File: config.mk
export PLATFORM = sky130hd
export DESIGN_NAME = vblank_regen_flat
export DESIGN_NICKNAME = d
export VERILOG_FILES = /design/src/rtl/vblank_regen_pkg.sv /design/src/rtl/vblank_regen_if.sv /design/src/rtl/vbr_lock_detect.sv /design/src/rtl/vblank_regen.sv /design/src/flat_wrapper.sv
export SDC_FILE = /design/constraint.sdc
export NUM_CORES = 1
export LEC_CHECK = 0
export CORE_ASPECT_RATIO = 0.7
export CORE_UTILIZATION = 60
export CTS_BUF_LIST = sky130_fd_sc_hd__clkbuf_4
export DETAILED_ROUTE_END_ITERATION = 16
export GPL_TIMING_DRIVEN = 1
export PLACE_DENSITY = 0.82
export RECOVER_POWER = 50
export SLEW_MARGIN = 30
export SYNTH_ARGS = -nofsm -noshare
export SYNTH_HDL_FRONTEND = slang
export SYNTH_HIERARCHICAL = 1
export SYNTH_SLANG_ARGS = --single-unit
File: constraint.sdc
create_clock -name clk -period 2.9 [get_ports clk]
set_input_delay 0.29 -clock clk [delete_from_list [all_inputs] [get_ports clk]]
set_output_delay 0.29 -clock clk [all_outputs]
set_load 0.01 [all_outputs]
File: src/rtl/vblank_regen_pkg.sv
// rtl/vblank_regen_pkg.sv - shared types and the aspect helper for vblank_regen
// Contents:
//   vbr_mode_e  - output select modes (11 behaves like pass-through)
//   aspect_sat  - (vis * num) >> shift, clamped to max_val
package vblank_regen_pkg;

  typedef enum logic [1:0] {
    VBR_PASS  = 2'b00,
    VBR_REGEN = 2'b01,
    VBR_AUTO  = 2'b10
  } vbr_mode_e;

  // 32-bit arithmetic is wider than LINE_W + clog2(AR_NUM+1) for any
  // practical frame height, so the product cannot wrap before the clamp.
  function automatic int unsigned aspect_sat(input int unsigned vis,
                                             input int unsigned num,
                                             input int unsigned shift,
                                             input int unsigned max_val);
    int unsigned q;
    q = (vis * num) >> shift;
    return (q > max_val) ? max_val : q;
  endfunction

endpackage

File: src/rtl/vblank_regen_if.sv
// rtl/vblank_regen_if.sv - video timing in / regenerated timing out bundle
// Ports (master drives video in, slave is the vblank_regen block):
//   hs_in_n, vs_in, vb_in, mode                     - video timing and select
//   vb_out, ary, total_lines, visible_lines         - regenerated blank and stats
//   locked, frame_strobe, field                     - status
interface vblank_regen_if #(
  parameter int LINE_W = 9,
  parameter int ARY_W  = 8
);
  logic              hs_in_n;
  logic              vs_in;
  logic              vb_in;
  logic [1:0]        mode;
  logic              vb_out;
  logic [ARY_W-1:0]  ary;
  logic [LINE_W-1:0] total_lines;
  logic [LINE_W-1:0] visible_lines;
  logic              locked;
  logic              frame_strobe;
  logic              field;

  modport master (
    output hs_in_n, vs_in, vb_in, mode,
    input  vb_out, ary, total_lines, visible_lines, locked, frame_strobe, field
  );

  modport slave (
    input  hs_in_n, vs_in, vb_in, mode,
    output vb_out, ary, total_lines, visible_lines, locked, frame_strobe, field
  );
endinterface

File: src/rtl/vbr_lock_detect.sv
// rtl/vbr_lock_detect.sv - frame-height stability tracker
// Ports:
//   clk, reset      - clock, asynchronous active-high reset
//   frame_ev_i      - one-cycle frame event
//   line_cnt_i      - height of the frame that is just ending
//   total_lines_i   - height of the frame before it
//   locked_o        - STABLE_FRAMES consecutive heights within +/-1
module vbr_lock_detect #(
  parameter int LINE_W        = 9,
  parameter int STABLE_FRAMES = 4
) (
  input  logic              clk,
  input  logic              reset,
  input  logic              frame_ev_i,
  input  logic [LINE_W-1:0] line_cnt_i,
  input  logic [LINE_W-1:0] total_lines_i,
  output logic              locked_o
);
  localparam int SC_W = $clog2(STABLE_FRAMES + 1);

  logic [SC_W-1:0]   stable_cnt_q, stable_cnt_d;
  logic              locked_q, locked_d;
  logic [LINE_W-1:0] diff;
  logic              match;

  always_comb begin
    stable_cnt_d = stable_cnt_q;
    locked_d     = locked_q;
    diff  = (line_cnt_i >= total_lines_i) ? (line_cnt_i - total_lines_i)
                                          : (total_lines_i - line_cnt_i);
    // +/-1 tolerance lets alternating 262/263 interlaced fields stay locked
    match = (diff <= LINE_W'(1));
    if (frame_ev_i) begin
      if (!match) begin
        stable_cnt_d = '0;
      end else if (stable_cnt_q != SC_W'(STABLE_FRAMES)) begin
        stable_cnt_d = stable_cnt_q + 1'b1;
      end
      locked_d = (stable_cnt_d == SC_W'(STABLE_FRAMES));
    end
  end

  always_ff @(posedge clk or posedge reset) begin
    if (reset) begin
      stable_cnt_q <= '0;
      locked_q     <= 1'b0;
    end else begin
      stable_cnt_q <= stable_cnt_d;
      locked_q     <= locked_d;
    end
  end

  assign locked_o = locked_q;
endmodule

File: src/rtl/vblank_regen.sv
// rtl/vblank_regen.sv - line/frame measurement, vblank regeneration and aspect
// Ports:
//   clk, reset - clock, asynchronous active-high reset
//   vif        - vblank_regen_if.slave (video timing in, regenerated blank out)
// Optional: define VBLANK_REGEN_FIELD_EN to build the interlace field tracker;
// otherwise field is tied low.
module vblank_regen
  import vblank_regen_pkg::*;
#(
  parameter int LINE_W        = 9,
  parameter int ARY_W         = 8,
  parameter int TOP_LINE      = 34,
  parameter int BOTTOM_MARGIN = 25,
  parameter int STABLE_FRAMES = 4,
  parameter int AR_NUM        = 9,
  parameter int AR_SHIFT      = 4,
  parameter int ARY_RESET     = 108
) (
  input logic           clk,
  input logic           reset,
  vblank_regen_if.slave vif
);
  localparam int MIN_REGEN = TOP_LINE + BOTTOM_MARGIN;

  logic              hs_q, hs_prev_q;
  logic              vs_q, vs_d;
  logic [LINE_W-1:0] line_cnt_q, line_cnt_d;
  logic [LINE_W-1:0] vis_cnt_q, vis_cnt_d;
  logic [LINE_W-1:0] vb_start_q, vb_start_d;
  logic [LINE_W-1:0] total_q, total_d;
  logic [LINE_W-1:0] visible_q, visible_d;
  logic [ARY_W-1:0]  ary_q, ary_d;
  logic              regen_q, regen_d;
  logic              strobe_q, strobe_d;
  logic              locked;
  logic              line_ev, frame_ev;
  logic              vb_sel;

  assign line_ev  = hs_q & ~hs_prev_q;
  assign frame_ev = line_ev & ~vs_q & vif.vs_in;

  always_comb begin
    vb_sel = vif.vb_in;
    case (vif.mode)
      VBR_REGEN: vb_sel = regen_q;
      VBR_AUTO:  vb_sel = locked ? regen_q : vif.vb_in;
      default:   vb_sel = vif.vb_in;
    endcase
  end

  always_comb begin
    vs_d       = vs_q;
    line_cnt_d = line_cnt_q;
    vis_cnt_d  = vis_cnt_q;
    vb_start_d = vb_start_q;
    total_d    = total_q;
    visible_d  = visible_q;
    ary_d      = ary_q;
    regen_d    = regen_q;
    strobe_d   = 1'b0;
    if (line_ev) begin
      vs_d = vif.vs_in;
      if (line_cnt_q == vb_start_q)         regen_d = 1'b1;
      if (line_cnt_q == LINE_W'(TOP_LINE))  regen_d = 1'b0;
      if (frame_ev) begin
        total_d    = line_cnt_q;
        visible_d  = vis_cnt_q;
        line_cnt_d = '0;
        vis_cnt_d  = '0;
        strobe_d   = 1'b1;
        ary_d      = ARY_W'(aspect_sat(32'(vis_cnt_q), 32'(AR_NUM), 32'(AR_SHIFT),
                                       32'((1 << ARY_W) - 1)));
        // Short frames park the start at all-ones so the blank never
        // asserts before the top margin has closed it.
        vb_start_d = (line_cnt_q <= LINE_W'(MIN_REGEN)) ? '1
                                                         : line_cnt_q - LINE_W'(BOTTOM_MARGIN);
      end else begin
        if (line_cnt_q != '1)            line_cnt_d = line_cnt_q + 1'b1;
        if (!vb_sel && vis_cnt_q != '1)  vis_cnt_d  = vis_cnt_q + 1'b1;
      end
    end
  end

  always_ff @(posedge clk or posedge reset) begin
    if (reset) begin
      // hsync idles high; resetting the edge detector high avoids a
      // phantom line event on the first cycle out of reset
      hs_q       <= 1'b1;
      hs_prev_q  <= 1'b1;
      vs_q       <= 1'b0;
      line_cnt_q <= '0;
      vis_cnt_q  <= '0;
      vb_start_q <= '1;
      total_q    <= '0;
      visible_q  <= '0;
      ary_q      <= ARY_W'(ARY_RESET);
      regen_q    <= 1'b1;
      strobe_q   <= 1'b0;
    end else begin
      hs_q       <= vif.hs_in_n;
      hs_prev_q  <= hs_q;
      vs_q       <= vs_d;
      line_cnt_q <= line_cnt_d;
      vis_cnt_q  <= vis_cnt_d;
      vb_start_q <= vb_start_d;
      total_q    <= total_d;
      visible_q  <= visible_d;
      ary_q      <= ary_d;
      regen_q    <= regen_d;
      strobe_q   <= strobe_d;
    end
  end

  vbr_lock_detect #(
    .LINE_W        (LINE_W),
    .STABLE_FRAMES (STABLE_FRAMES)
  ) u_lock (
    .clk           (clk),
    .reset         (reset),
    .frame_ev_i    (frame_ev),
    .line_cnt_i    (line_cnt_q),
    .total_lines_i (total_q),
    .locked_o      (locked)
  );

`ifdef VBLANK_REGEN_FIELD_EN
  logic field_q, field_d;

  // Odd/even frame heights alternate on interlaced sources
  always_comb begin
    field_d = field_q;
    if (frame_ev && (line_cnt_q[0] != total_q[0])) field_d = ~field_q;
  end

  always_ff @(posedge clk or posedge reset) begin
    if (reset) field_q <= 1'b0;
    else       field_q <= field_d;
  end

  assign vif.field = field_q;
`else
  assign vif.field = 1'b0;
`endif

  assign vif.vb_out        = vb_sel;
  assign vif.ary           = ary_q;
  assign vif.total_lines   = total_q;
  assign vif.visible_lines = visible_q;
  assign vif.locked        = locked;
  assign vif.frame_strobe  = strobe_q;
endmodule

File: src/flat_wrapper.sv
// flat-port wrapper written by rule: the top's interface ports become plain ports
module vblank_regen_flat import vblank_regen_pkg::*;
#(
  parameter int LINE_W        = 9,
  parameter int ARY_W         = 8,
  parameter int TOP_LINE      = 34,
  parameter int BOTTOM_MARGIN = 25,
  parameter int STABLE_FRAMES = 4,
  parameter int AR_NUM        = 9,
  parameter int AR_SHIFT      = 4,
  parameter int ARY_RESET     = 108
)
  (clk, reset, vif_hs_in_n, vif_vs_in, vif_vb_in, vif_mode, vif_vb_out, vif_ary, vif_total_lines, vif_visible_lines, vif_locked, vif_frame_strobe, vif_field);
  vblank_regen_if #(.LINE_W(LINE_W), .ARY_W(ARY_W)) vif_i ();
  input logic clk;
  input logic reset;
  input wire logic [$bits(vif_i.hs_in_n)-1:0] vif_hs_in_n;
  input wire logic [$bits(vif_i.vs_in)-1:0] vif_vs_in;
  input wire logic [$bits(vif_i.vb_in)-1:0] vif_vb_in;
  input wire logic [$bits(vif_i.mode)-1:0] vif_mode;
  output wire logic [$bits(vif_i.vb_out)-1:0] vif_vb_out;
  output wire logic [$bits(vif_i.ary)-1:0] vif_ary;
  output wire logic [$bits(vif_i.total_lines)-1:0] vif_total_lines;
  output wire logic [$bits(vif_i.visible_lines)-1:0] vif_visible_lines;
  output wire logic [$bits(vif_i.locked)-1:0] vif_locked;
  output wire logic [$bits(vif_i.frame_strobe)-1:0] vif_frame_strobe;
  output wire logic [$bits(vif_i.field)-1:0] vif_field;
  assign vif_i.hs_in_n = vif_hs_in_n;
  assign vif_i.vs_in = vif_vs_in;
  assign vif_i.vb_in = vif_vb_in;
  assign vif_i.mode = vif_mode;
  assign vif_vb_out = vif_i.vb_out;
  assign vif_ary = vif_i.ary;
  assign vif_total_lines = vif_i.total_lines;
  assign vif_visible_lines = vif_i.visible_lines;
  assign vif_locked = vif_i.locked;
  assign vif_frame_strobe = vif_i.frame_strobe;
  assign vif_field = vif_i.field;
  vblank_regen #(.LINE_W(LINE_W), .ARY_W(ARY_W), .TOP_LINE(TOP_LINE), .BOTTOM_MARGIN(BOTTOM_MARGIN), .STABLE_FRAMES(STABLE_FRAMES), .AR_NUM(AR_NUM), .AR_SHIFT(AR_SHIFT), .ARY_RESET(ARY_RESET)) u_core (.clk(clk), .reset(reset), .vif(vif_i));
endmodule
# After elaboration in Yosys (flattened, before gate mapping)
# Index checks and enable logic that the tools add are counted.
op_classes:
  add_sub_neg: 6
  multipliers: 1
  n_lt_le_gt_ge: 4
  n_eq_ne: 8
  n_mux: 16
  n_bitwise: 5
  n_reduce_logical: 9
ops:
  columns: ["op", "n"]
  rows:
  - ["two-way mux 9 bit", 6]
  - ["adder 9 x 1 -> 9 bit, second input constant", 2]
  - ["!= test 9 bit, second input constant", 2]
  - ["subtractor 9 bit", 2]
  - ["multiplier 9 x 4 -> 13 bit, second input constant", 1]
  - ["== test 9 x 6 -> 1 bit, second input constant", 1]
  - ["== test 9 bit", 1]
  - ["greater-or-equal comparator 9 bit", 1]
  - ["greater-than comparator 9 x 8 -> 1 bit, second input constant", 1]
  - ["<= comparator 9 x 1 -> 1 bit, second input constant", 1]
  - ["<= comparator 9 x 6 -> 1 bit, second input constant", 1]
  - ["two-way mux 3 bit", 3]
  - ["subtractor 9 x 5 -> 9 bit, second input constant", 1]
  - ["two-way mux 8 bit", 1]
  - ["AND reduction 2 bit", 4]
  - ["nonzero test 2 bit", 3]
  - ["two-way mux 1 bit", 5]
  - ["adder 3 x 1 -> 3 bit, second input constant", 1]
  - ["AND 1 bit", 3]
  - ["== test 3 bit, second input constant", 1]
  - ["!= test 3 bit, second input constant", 1]
  - ["== test 2 x 1 -> 1 bit, second input constant", 1]
  - ["== test 2 bit, second input constant", 1]
  - ["inverter 1 bit", 2]
  - ["other kinds (3)", 3]
word_totals:
  ff_bits: 62
  inputBits: 7
  out_inout_bits: 30
  elab_cells: 62

# Longest topological paths before layout
# Gate-level depths: netlist of run 1.
logic_depth:
  depth_word: 6
  ltp_mapped: 11
  ltp_nobuf: 11

# By module
# The synthesis of run 1 kept the hierarchy.
by_module_without_submodules:
  columns: ["module", "n_inst", "cells_per_inst", "area_each_um2", "seq_area_each_um2"]
  rows:
  - ["vblank_regen", 1, 320, 3121.7, 1471.4]
  - ["vbr_lock_detect", 1, 152, 1171.1, 100.1]

# Least setup slack after synthesis of run 1
# OpenSTA, ideal clock, no wires.
synth_path:
  kind: "flip-flop to flip-flop"
  from: "register u_core.vis_cnt_q[4]"
  to: "register u_core.ary_q[0] (netlist: u_core/vif.ary[0])"
  setup_time_ns: 0.121
  arrival_ns: 2.225
  required_ns: 2.779
  slack_ns: 0.554
  path_stages_with_launch: 9
  n_path_buf: 0
  synth_period_minus_slack_ns: 2.346
  cell_sequence: "dfrtp_1 > ha_1 > ha_1 > fa_1 > a211oi_1 > o21bai_1 > a21oi_1 > o21ai_1 > o22a_1"
synth_via:
  elab_chain_cells: 3
synth_lines:
  columns: ["item", "line_no", "rtl"]
  rows:
  - ["from (decl)", "vblank_regen.sv:28", "logic [LINE_W-1:0] vis_cnt_q, vis_cnt_d;"]
  - ["from (signal assigned)", "vblank_regen.sv:104", "vis_cnt_q <= vis_cnt_d;"]
  - ["multiplier 9 x 4 -> 13 bit *", "vblank_regen_pkg.sv:20", "q = (vis * num) >> shift;"]
  - ["greater-than comparator 9 x 8 -> 1 bit", "vblank_regen_pkg.sv:21", "return (q > max_val) ? max_val : q;"]
  - ["two-way mux 8 bit *", "vblank_regen_pkg.sv:21", null]
  - ["to (signal assigned)", "vblank_regen.sv:96", "ary_q <= ARY_W'(ARY_RESET);"]
  - ["to (signal assigned)", "vblank_regen.sv:108", "ary_q <= ary_d;"]
  - ["to (decl)", "vblank_regen.sv:32", "logic [ARY_W-1:0] ary_q, ary_d;"]
# Every way passes the cells marked *; elsewhere a longest branch is shown, timed or not.
# A chain may end at the register's enable or synchronous reset.

# Final worst setup path of run 1
layout_path:
  from: "register u_core.vis_cnt_q[1]"
  to: "register u_core.ary_q[0] (netlist: u_core/vif.ary[0])"
# The elaborated chain is that of the path after synthesis.

==> reports/qor.txt, run 1 <==
Status: completed
Largest net degree at the start of global routing: 42
Synth top area cells: dfrtp_1 27%, ha_1 11%, dfstp_2 9.8%, nand2_1 6.5%, a21oi_1 3.5%
DRC viols: 0
CTS resizes: 0
Clock Tree Buf Depth: 2
Share of total power in combinational logic: 53.2%
Core ar.: 6820 µm²
Max Cap Viol: 0
CTS tree: yes
Clk_lat worst skew: 410 ps
Pre-Repair DR Iteration Count: 5
Net Sw Power: 1600 µW
Root Buffer: clkbuf_4
Seq pwr share: 33.7%
Cell internal pwr: 2220 µW
CP top delay family: compound AO/OA/AOI/OAI gates
Syn_nets: 520
Clk pwr share: 13.0%
Final min period: 2680 ps
Main synth FF type: dfrtp_1
Routed len/inst: 16.6 µm
Critical Path RT: 3200 ps
Ys async rst share: 100%
Share of post-route cells with drive strength above 1: 12.2%
Clk_skew: 13.7 ps
Final slew viol count: 0
Post-synth EDFFs: 0
H-tree levels: 3
Synth Instances: 472
Worst Tran Pin Value: 1130 ps
WHS: 218 ps
RSZ-0062 raised after global routing: no
Yosys top cell area share: 26.8%
Yosys reg bits: 62
Clk sinks: 62
Critical Path AT: 2990 ps
Worst path buffer plus inverter count: 0
Setup bufs post-CTS: 0
DIE HEIGHT: 72.8 µm
Register area share after synthesis: 36.6%
Worst rel slew slack: 24.9%
Inserted Clock Buffers: 9
Synth cell types: 67
Post-route worst setup slack: 216 ps
Ports: 37
CP Max Fanout: 7
Area leader, netlist: dfrtp_1
Sw Share: 42.0%
N_diodes: 0
Avg Cell Area, Syn: 9.10 µm²
Cell mode on critical path: ha_1
Hpwl dp: 7520 µm
Post-Syn Area: 4290 µm²
Vias/cell: 5.92
Fin. Hold Viols: 0
Fin crit share: 92.5%
Max incr delay on CP: 440 ps
Chip width: 103 µm
Commonest non-fill, non-tap cell in the layout: nand2_1
Most frequent cells in the layout: 74 x nand2_1, 46 x dfrtp_1, 38 x ha_1
FP Rows: 25
Via count: 3620
Worst-path cell chain: ha_1 -> ha_1 -> fa_1 -> a211oi_1 -> o21bai_1 -> a21oi_1 -> o21ai_1 -> o22a_1
DR iter-0 viols: 356
Peak VDD IR: 0.495 mV
Crit path capture type: flip-flop
Slowest stage cell, crit path: dfrtp_1
Place WS: 273 ps
Setup TNS: 0 ps
Worst hold path type: input port to async pin
Area growth, synth to finish: 13.2%
Crit start category: flip-flop
Hold_buf cts: 0
Number of global-route vias before repair: 3477
GRT overflow: 0
Post-route ant nets: 0
GR Util All Layers: 30.1%
Leak: 0.00228 µW
Die area: 7500 µm²
Initial core utilization: 63.0%
Crit path kind: flip-flop to flip-flop
DRT Wirelength: 10100 µm
Final #Nets: 560
PortBufs: 35
Max Freq: 373 MHz
Pwr per Cell Area: 786 nW/µm²
Synth Warn #: 6
Clock slew at reported path FFs: 100 ps
Initial antenna violation count: 0
Routability cong.: 0.923
Setup violators final: 0
First-pass GRT wire length: 17100 µm
==> routing by layer <==
layer / track usage, % / share of wire (%) / vias up
met5: 0 / 0 / -
met1: 45.6 / 48 / 1725
met2: 42.9 / 43 / 162
met3: 7.76 / 8.0 / 19
met4: 7.20 / 1.3 / 0
li1: - / - / 1714
==> path summary, 6_finish.rpt <==
kind / start / to / slack [ps] / cells after the start
worst max-delay path: u_core/vis_cnt_q[1]$_DFFE_PP0P_ / u_core/vif.ary[0]$_DFFE_PP0P_ / 220 / 8
worst min register to register: u_core/vb_start_q[5]$_DFFE_PP1P_ / u_core/vb_start_q[5]$_DFFE_PP1P_ / 480 / 2
max in group asynchronous: reset / u_core/line_cnt_q[4]$_DFFE_PP0P_ / 700 / 3
worst max register to register: u_core/vis_cnt_q[1]$_DFFE_PP0P_ / u_core/vif.ary[0]$_DFFE_PP0P_ / 220 / 8
worst min-delay path: reset / u_core/u_lock/stable_cnt_q[1]$_DFFE_PP0P_ / 220 / 2
min in group clk: vif_hs_in_n / u_core/hs_q$_DFF_PP1_ / 410 / 1
==> per-stage QoR <==
| step | cell area, µm² | utilization, % | cells | total power [µW] |
|---|---|---|---|---|
| global route | 4860 | 71.3 | 611 | 4110 |
| floorplan | 4290 | - | 472 | 2750 |
| global placement | 4760 | 69.8 | 595 | 3220 |
| CTS | 4870 | 71.4 | 611 | 3820 |
| finish | 4860 | 71.3 | 611 | 3820 |
| detailed placement | 4760 | 69.8 | 595 | 3310 |
==> cells in the mapped netlist, types with 2 or more instances <==
cell type and instances:
nand2_1 74, dfrtp_1 46, ha_1 38, inv_1 34
a21oi_1 30, nor2_1 30, o21ai_0 19, xnor2_1 17
xor2_1 17, dfstp_2 16, nand3_1 12, clkbuf_1 10
nor3_1 10, nor4_1 7, o22a_1 7, nand2b_1 6
a211oi_1 5, buf_2 5, buf_6 5, mux2i_1 5
nand4_1 5, a21o_1 4, a31oi_1 4, and3_1 4
a31o_1 3, buf_4 3, fa_1 3, o21a_1 3
o21bai_1 3, a21oi_2 2, a41oi_1 2, and4_1 2
nand3b_1 2, nor2b_1 2, nor3b_2 2, o21ai_1 2
o22ai_1 2, o311ai_0 2
==> area by class of cell <==
| type | instances | area [µm²] |
|---|---|---|
| multi-input cells | 351 | 2440 |
| fillers | 530 | 1960 |
| flip-flops and latches | 62 | 1570 |
| repair buffers | 53 | 490 |
| inverters | 35 | 131 |
| well taps | 94 | 118 |
| clock buffers | 11 | 82.6 |
| clock inverters | 5 | 26.3 |
==> kinds of logic after synthesis <==
group / after synthesis / synth area share [%]
AND/OR/NAND/NOR: 167 / 19.3
AO/OA/AOI/OAI: 103 / 16.9
flip-flops: 62 / 36.6
buffers and inverters: 59 / 6.53
adder cells (fa/ha/maj): 41 / 12.5
XOR/XNOR: 34 / 6.94
multiplexers: 5 / 1.17
other: 1 / 0.0874
==> registers in the layout, indices dropped and copies added, names as in the netlist <==
signal / cells
u_core/hs_prev_q: 1
u_core/hs_q: 1
u_core/line_cnt_q: 9
u_core/regen_q: 1
u_core/u_lock/locked_o: 1
u_core/u_lock/stable_cnt_q: 3
u_core/vb_start_q: 9
u_core/vif.ary: 8
u_core/vif.frame_strobe: 1
u_core/vif.total_lines: 9
u_core/vif.visible_lines: 9
u_core/vis_cnt_q: 9
u_core/vs_q: 1
==> power groups by stage <==
stage	logic, µW	registers [µW]	clock network [µW]
after global routing	2240	1320	547
after floorplan	1440	1310	0
after global placement	1930	1290	0
after CTS	2020	1290	512
after detailed placement	2000	1300	0
final	2030	1290	498
Power figures use the tool's default switching activity.
==> run 2: changes to the inputs <==
--- a/config.mk
+++ b/config.mk
@@ -9,7 +9,7 @@
 export CORE_UTILIZATION = 60
 export CTS_BUF_LIST = sky130_fd_sc_hd__clkbuf_4
 export DETAILED_ROUTE_END_ITERATION = 16
-export GPL_TIMING_DRIVEN = 1
+export GPL_TIMING_DRIVEN = 0
 export PLACE_DENSITY = 0.82
 export RECOVER_POWER = 50
 export SLEW_MARGIN = 30
==> run 2 against run 1 <==
Compared with the run above:
- count of clock-buffer cells in the layout did not move
- register-to-register slack got worse by 40 ps
- die area did not move
- sequential share of layout area fell by 0.59 points
- wire length fell by 0.42%
- worst setup slack got worse by 37 ps
- critical path depth did not move
- via count rose by 0.72%
- utilization rose by 1.3 points
- design area rose by 1.9%
==> reports/qor.txt, run 2 (synthesized netlist as in run 1, its figures left out) <==
Clock Tree Buf Depth: 2 (unchanged)
Largest net degree at the start of global routing: 32 (was 42)
Critical Path AT: 3020 ps (was 2990 ps)
FP Rows: 25 (unchanged)
DRC viols: 0 (unchanged)
Pwr per Cell Area: 827 nW/µm² (was 786 nW/µm²)
N_diodes: 0 (unchanged)
Die area: 7500 µm² (unchanged)
Inserted Clock Buffers: 9 (unchanged)
GR Util All Layers: 29.6% (was 30.1%)
CP Max Fanout: 7 (unchanged)
GRT busiest layer: met2 (was met1)
Clock slew at reported path FFs: 100 ps (about the same)
Peak VDD IR: 0.394 mV (was 0.495 mV)
Met2 usage: 43.6% (was 42.9%)
GRT overflow: 0 (unchanged)
Post-route ant nets: 0 (unchanged)
Routed len/inst: 16.3 µm (was 16.6 µm)
Pwr Total: 4090 µW (was 3820 µW)
Pre-Repair DR Iteration Count: 5 (unchanged)
Number of global-route vias before repair: 3427 (was 3477)
Commonest non-fill, non-tap cell in the layout: nand2_1 (unchanged)
First-pass GRT wire length: 16700 µm (was 17100 µm)
Routability cong.: 0.898 (was 0.923)
Crit start category: flip-flop (unchanged)
RSZ-0062 raised after global routing: no (unchanged)
Worst hold path type: input port to async pin (unchanged)
Chip width: 103 µm (unchanged)
Core ar.: 6820 µm² (unchanged)
Worst rel slew slack: 14.5% (was 24.9%)
DRT Wirelength: 10100 µm (about the same)
H-tree levels: 3 (unchanged)
Slowest stage cell, crit path: dfrtp_1 (unchanged)
Final slew viol count: 0 (unchanged)
Setup bufs post-CTS: 0 (unchanged)
Initial antenna violation count: 0 (unchanged)
Via count: 3646 (was 3620)
Setup violators final: 0 (unchanged)
Critical Path RT: 3200 ps (about the same)
Final #Nets: 567 (was 560)
Fin. Hold Viols: 0 (unchanged)
Root Buffer: clkbuf_4 (unchanged)
Max Freq: 368 MHz (was 373 MHz)
Crit path capture type: flip-flop (unchanged)
Cell mode on critical path: ha_1 (unchanged)
Fin crit share: 93.8% (was 92.5%)
Clk_lat worst skew: 410 ps (about the same)
Clk_skew: 15.6 ps (was 13.7 ps)
Leak: 0.00232 µW (was 0.00228 µW)
Layout fillers: 530 (unchanged)
Final min period: 2720 ps (was 2680 ps)
Worst-path cell chain: ha_1 -> ha_1 -> fa_1 -> a211oi_1 -> o21bai_1 -> a21oi_1 -> o21ai_2 -> o22a_1 (was ha_1 -> ha_1 -> fa_1 -> a211oi_1 -> o21bai_1 -> a21oi_1 -> o21ai_1 -> o22a_1)
Status: completed (unchanged)
CTS tree: yes (unchanged)
Ports: 37 (unchanged)
Setup TNS: 0 ps (unchanged)
DIE HEIGHT: 72.8 µm (unchanged)
Max incr delay on CP: 500 ps (was 440 ps)
Met3 usage: 8.24% (was 7.76%)
Clk sinks: 62 (unchanged)
Initial core utilization: 63.0% (unchanged)
Area growth, synth to finish: 15.3% (was 13.2%)
DR iter-0 viols: 320 (was 356)
Vias/cell: 5.90 (was 5.92)
Hpwl dp: 7650 µm (was 7520 µm)
Most frequent cells in the layout: 74 x nand2_1, 46 x dfrtp_1, 38 x ha_1 (unchanged)
Worst Tran Pin Value: 1280 ps (was 1130 ps)
PortBufs: 35 (unchanged)
Max Cap Viol: 0 (unchanged)
Grt met1 use: 43.2% (was 45.6%)
Crit path kind: flip-flop to flip-flop (unchanged)
Share of post-route cells with drive strength above 1: 12.0% (was 12.2%)
## run 2: cell types whose count changed in the layout (fill, tap and decap cells not counted), moves of 3 or more
| cell | change |
|---|---|
| clkdlybuf4s50_1 | -3 |
| buf_2 | +5 |
| buf_6 | +5 |
| bufinv_16 | +3 |
| clkinv_2 | -3 |
| buf_4 | -12 |
| dlygate4sd3_1 | +3 |
| clkbuf_1 | +8 |
## run 2: report_power, final
part | switching [µW] | total, µW | internal, µW
clock | 303 | 755 | 451
sequential | 213 | 1300 | 1090
combinational | 1070 | 2040 | 970
total | 1580 | 4090 | 2510
## run 2: cell type report
cell class | count | area [µm²] | area share (%)
Timing Repair Buffer | 36 | 355 | 7.18
Buffer | 24 | 149 | 3.01
Sequential cell | 62 | 1570 | 31.7
Inverter | 35 | 133 | 2.68
Clock buffer | 11 | 82.6 | 1.67
Tap cell | 94 | 118 | 2.38
Multi-Input combinational cell | 351 | 2440 | 49.4
Clock inverter | 5 | 97.6 | 1.97
## run 2: worst paths after layout
kind	from	to	slack [ps]	cells past startpoint
worst min-delay path	reset	u_core/u_lock/locked_o$_DFFE_PP0P_	230	2
worst max register to register	u_core/vis_cnt_q[4]$_DFFE_PP0P_	u_core/vif.ary[7]$_DFFE_PP0P_	180	8
min in group clk	vif_hs_in_n	u_core/hs_q$_DFF_PP1_	410	1
max in group asynchronous	reset	u_core/vif.frame_strobe$_DFF_PP0_	1000	3
worst min register to register	u_core/vb_start_q[5]$_DFFE_PP1P_	u_core/vb_start_q[5]$_DFFE_PP1P_	470	2
worst max-delay path	u_core/vis_cnt_q[4]$_DFFE_PP0P_	u_core/vif.ary[7]$_DFFE_PP0P_	180	8
## run 2: critical path, delay by kind of cell (launching register included)
kind	cells	cell delay [ps]
fa+ha+maj	3	1000
flops	1	500
compound gates	5	1110
## run 2: layer usage
metal,vias up,wire (µm)
li1,1737,-
met1,1766,4910
met2,128,4310
met3,15,737
met4,0,118
met5,-,0
## run 2: repair_timing
action                                 in CTS  in global routing
hold buffers                                0                  0
setup endpoints to repair                   0                  4
endpoints found under the hold margin       0                  0
resized for setup                           0                  1
## run 2: stage by stage
stage                     std cells  setup slack (ps)  utilization (%)  area (µm²)  hold slack [ps]
after global routing            618              52.9             72.6        4950              249
after floorplan                 472               554                -        4290             56.1
after detailed placement        602               201             70.1        4780              415
after global placement          601               129             69.8        4760              409
after CTS                       618               143             72.8        4960              135
final                           618               180             72.6        4950              234
==> edit (config.mk and constraints of run 2) <==
`LINE_W` is set to 9 in 4 places; all go to 13.
--- a/src/rtl/vblank_regen_if.sv
+++ b/src/rtl/vblank_regen_if.sv
@@ -4,7 +4,7 @@
 //   vb_out, ary, total_lines, visible_lines         - regenerated blank and stats
 //   locked, frame_strobe, field                     - status
 interface vblank_regen_if #(
-  parameter int LINE_W = 9,
+  parameter int LINE_W = 13,
   parameter int ARY_W  = 8
 );
   logic              hs_in_n;
--- a/src/rtl/vbr_lock_detect.sv
+++ b/src/rtl/vbr_lock_detect.sv
@@ -6,7 +6,7 @@
 //   total_lines_i   - height of the frame before it
 //   locked_o        - STABLE_FRAMES consecutive heights within +/-1
 module vbr_lock_detect #(
-  parameter int LINE_W        = 9,
+  parameter int LINE_W        = 13,
   parameter int STABLE_FRAMES = 4
 ) (
   input  logic              clk,
--- a/src/rtl/vblank_regen.sv
+++ b/src/rtl/vblank_regen.sv
@@ -7,7 +7,7 @@
 module vblank_regen
   import vblank_regen_pkg::*;
 #(
-  parameter int LINE_W        = 9,
+  parameter int LINE_W        = 13,
   parameter int ARY_W         = 8,
   parameter int TOP_LINE      = 34,
   parameter int BOTTOM_MARGIN = 25,
--- a/src/flat_wrapper.sv
+++ b/src/flat_wrapper.sv
@@ -1,7 +1,7 @@
 // flat-port wrapper written by rule: the top's interface ports become plain ports
 module vblank_regen_flat import vblank_regen_pkg::*;
 #(
-  parameter int LINE_W        = 9,
+  parameter int LINE_W        = 13,
   parameter int ARY_W         = 8,
   parameter int TOP_LINE      = 34,
   parameter int BOTTOM_MARGIN = 25,
Interface: changed (resized vif_total_lines and vif_visible_lines); port bits go from 37 to 45. No check against the original RTL was run, so the function may have changed too.
==> edit against run 2 <==
The flow now finishes with violations (max-capacitance violations, max-slew violations, negative setup slack); power increased by 33%; synthesized area increased by 42%; wire length increased by 68%; non-clock buffer count increased by 56; setup slack got worse by 0.26 ns; sequential cell count increased by 20; cell area increased by 51%; critical path depth increased by 5; critical endpoint is now u_core/u_lock/stable_cnt_q[0]; largest power group unchanged.
==> edit: results (changes against run 2) <==
stage	metric	value	unit	change
power	ir_drop	0.384	mV	-2.7%
cells_and_area	drive_gt1_frac	0.204		+0.0835
worst_hold_path	hp-class	input port to asynchronous set/reset pin		
logic_synthesis	synth_common_cells	101 x nand2_1, 62 x dfrtp_1, 56 x nor2_1		
logic_synthesis	synthTopCellsByArea	dfrtp_1 25%, ha_1 11%, dfstp_2 8.6%		
placed_design	place.gp.congestion	0.939		+4.6%
run_status	violations	max-capacitance violations, max-slew violations, negative setup slack		
placed_design	place_hpwl	12000	µm	+56%
cells_and_area	antennaDiodeCount	0		unchanged
cts	ctsLongestPathBuffers	2		unchanged
critical_path	worstPathMaxFanout	6		-1
power	p_leak	3.48	nW	+50%
global_route	grt_pass1_vias	5192		+52%
sta	whs	0.193	ns	-0.0417 ns
drt	routedWlPerCell	18.2	µm	+11%
logic_synthesis	syn_nets	771		+48%
cts	cts_buffers	9		unchanged
logic_synthesis	synth_cell_type_count	73		+9.0%
cts	worstSkewPairLatency	0.44	ns	+0.03 ns
logic_synthesis	ys_seq_area_frac	0.341		-0.0252
sta	setup_viol	3		+3
logic_synthesis	ys_warn_count	6		unchanged
placed_design	io_buffers	43		+23%
drt	viasPerCell	6.08		+3.1%
logic_synthesis	synthArstFlopShare	1.00		unchanged
sta	maxSlewViolCount	50		+50
cells_and_area	final_cells	933		+51%
cts	clk_pin_slew_worst_paths	0.12	ns	+0.02 ns
critical_path	r2r_start	u_core/line_cnt_q[0]		
drt	drtIter0Drc	521		+63%
cts	hold_buffers	0		unchanged
cells_and_area	finalNetCount	862		+52%
global_route	grt_first_pass_wirelength	26700	µm	+60%
sta	clock_skew	0.0193	ns	+0.00373 ns
sta	worstMarginPinSlew	1.83	ns	+0.559 ns
run	max_cap_violations	1		+1
global_route	grt_max_degree	50		+56%
global_route	grt_usage	0.329		+0.0326
logic_synthesis	synthCells	709		+50%
critical_path	rr_worst_depth	13		+5
logic_synthesis	ys.flop_type	dfrtp_1		
cts	h-tree-depth	3		unchanged
placed_design	dp.cells	881		+46%
drt	drtPass1Iterations	6		+1
cts	root_buffer	clkbuf_4		
critical_path	worst_r2r_endpoint	u_core/u_lock/stable_cnt_q[0]		
run_status	status	finished with violations		
global_route	antenna_found_initial	0		unchanged
critical_path	crit_arrival	3.35	ns	+0.33 ns
sta	setup_ws	-0.0823	ns	-0.262 ns
## edit: changes by cell type in the layout (fill, tap and decap cells not counted), sizes merged, moves of 9 or more
cell / change
buf: +42
nand2: +27
nor2: +27
xor2: +25
inv: +20
a31oi: +16
dfrtp: +16
ha: +14
nor3: +11
o21ai: +10
nand3: +9
nand4: +9
## edit: worst max-delay path by stage
stage	endpoint	startpoint	slack [ns]
after floorplan	u_core/u_lock/stable_cnt_q[0]	u_core/line_cnt_q[1]	0.001
after global placement	u_core/u_lock/stable_cnt_q[0]	u_core/hs_q	-0.98
after detailed placement	u_core/u_lock/stable_cnt_q[0]	u_core/hs_q	-1.11
after CTS	u_core/u_lock/stable_cnt_q[0]	u_core/vif.total_lines[0]	-0.01
after global routing	u_core/u_lock/stable_cnt_q[0]	u_core/line_cnt_q[0]	-0.25
final	u_core/u_lock/stable_cnt_q[0]	u_core/line_cnt_q[0]	-0.08
## edit: what timing repair did
item / CTS / global route
setup endpoints to repair: 12 / 12
resized for setup: 41 / 32
setup buffers: 20 / 17
pin swaps: 24 / 10
## edit: stage by stage
stage / instance area, µm² / util / setup TNS [ns] / setup slack [ns]
2_1_floorplan: 6090 / - / 0 / 0.00145
3_3_place_gp: 6680 / 0.682 / -38.13 / -0.979
3_5_place_dp: 6710 / 0.685 / -6.09 / -1.11
4_1_cts: 7220 / 0.737 / -0.0134 / -0.0134
5_1_grt: 7480 / 0.763 / -2.60 / -0.247
6_report: 7480 / 0.763 / -0.154 / -0.0823
## edit: logic make-up after synthesis
group	after synthesis	synth area share
simple gates	265	0.207
compound gates	148	0.169
mux	7	0.0121
flops	82	0.341
other cells	1	0.000615
xor+xnor	61	0.0877
buf+inv	90	0.0659
fa+ha+maj	55	0.117
## edit: final cells by class
| type | count | area [µm²] |
|---|---|---|
| multi-input combinational | 537 | 3880 |
| fill | 683 | 2320 |
| sequential | 82 | 2090 |
| timing repair buffer | 81 | 726 |
| buffer | 35 | 225 |
| inverter | 54 | 208 |
| tap | 128 | 160 |
| clock inverter | 5 | 103 |
| clock buffer | 11 | 82.6 |
## edit: worst max-delay path, stage by stage (launching register included)
cell,delay (ns)
dfrtp_2,0.44
inv_1,0.06
ha_1,0.21
inv_1,0.09
fa_2,0.38
nand3_2,0.09
a21oi_1,0.09
or3_4,0.43
a221oi_2,0.30
xor2_1,0.18
o2111a_1,0.19
a22o_2,0.21
nand4_1,0.11
a31oi_1,0.13
## edit: routing by layer
metal	part of all wire	track usage
met5	0	0
met4	0.010	0.0543
met3	0.088	0.0796
met2	0.43	0.491
met1	0.47	0.489
## edit: report_power, final
part	internal (mW)	total [mW]	leakage [nW]	switching [mW]
sequential	1.33	1.46	1.03	0.129
combinational	1.47	3.12	2.35	1.66
clock	0.455	0.849	0.0971	0.394
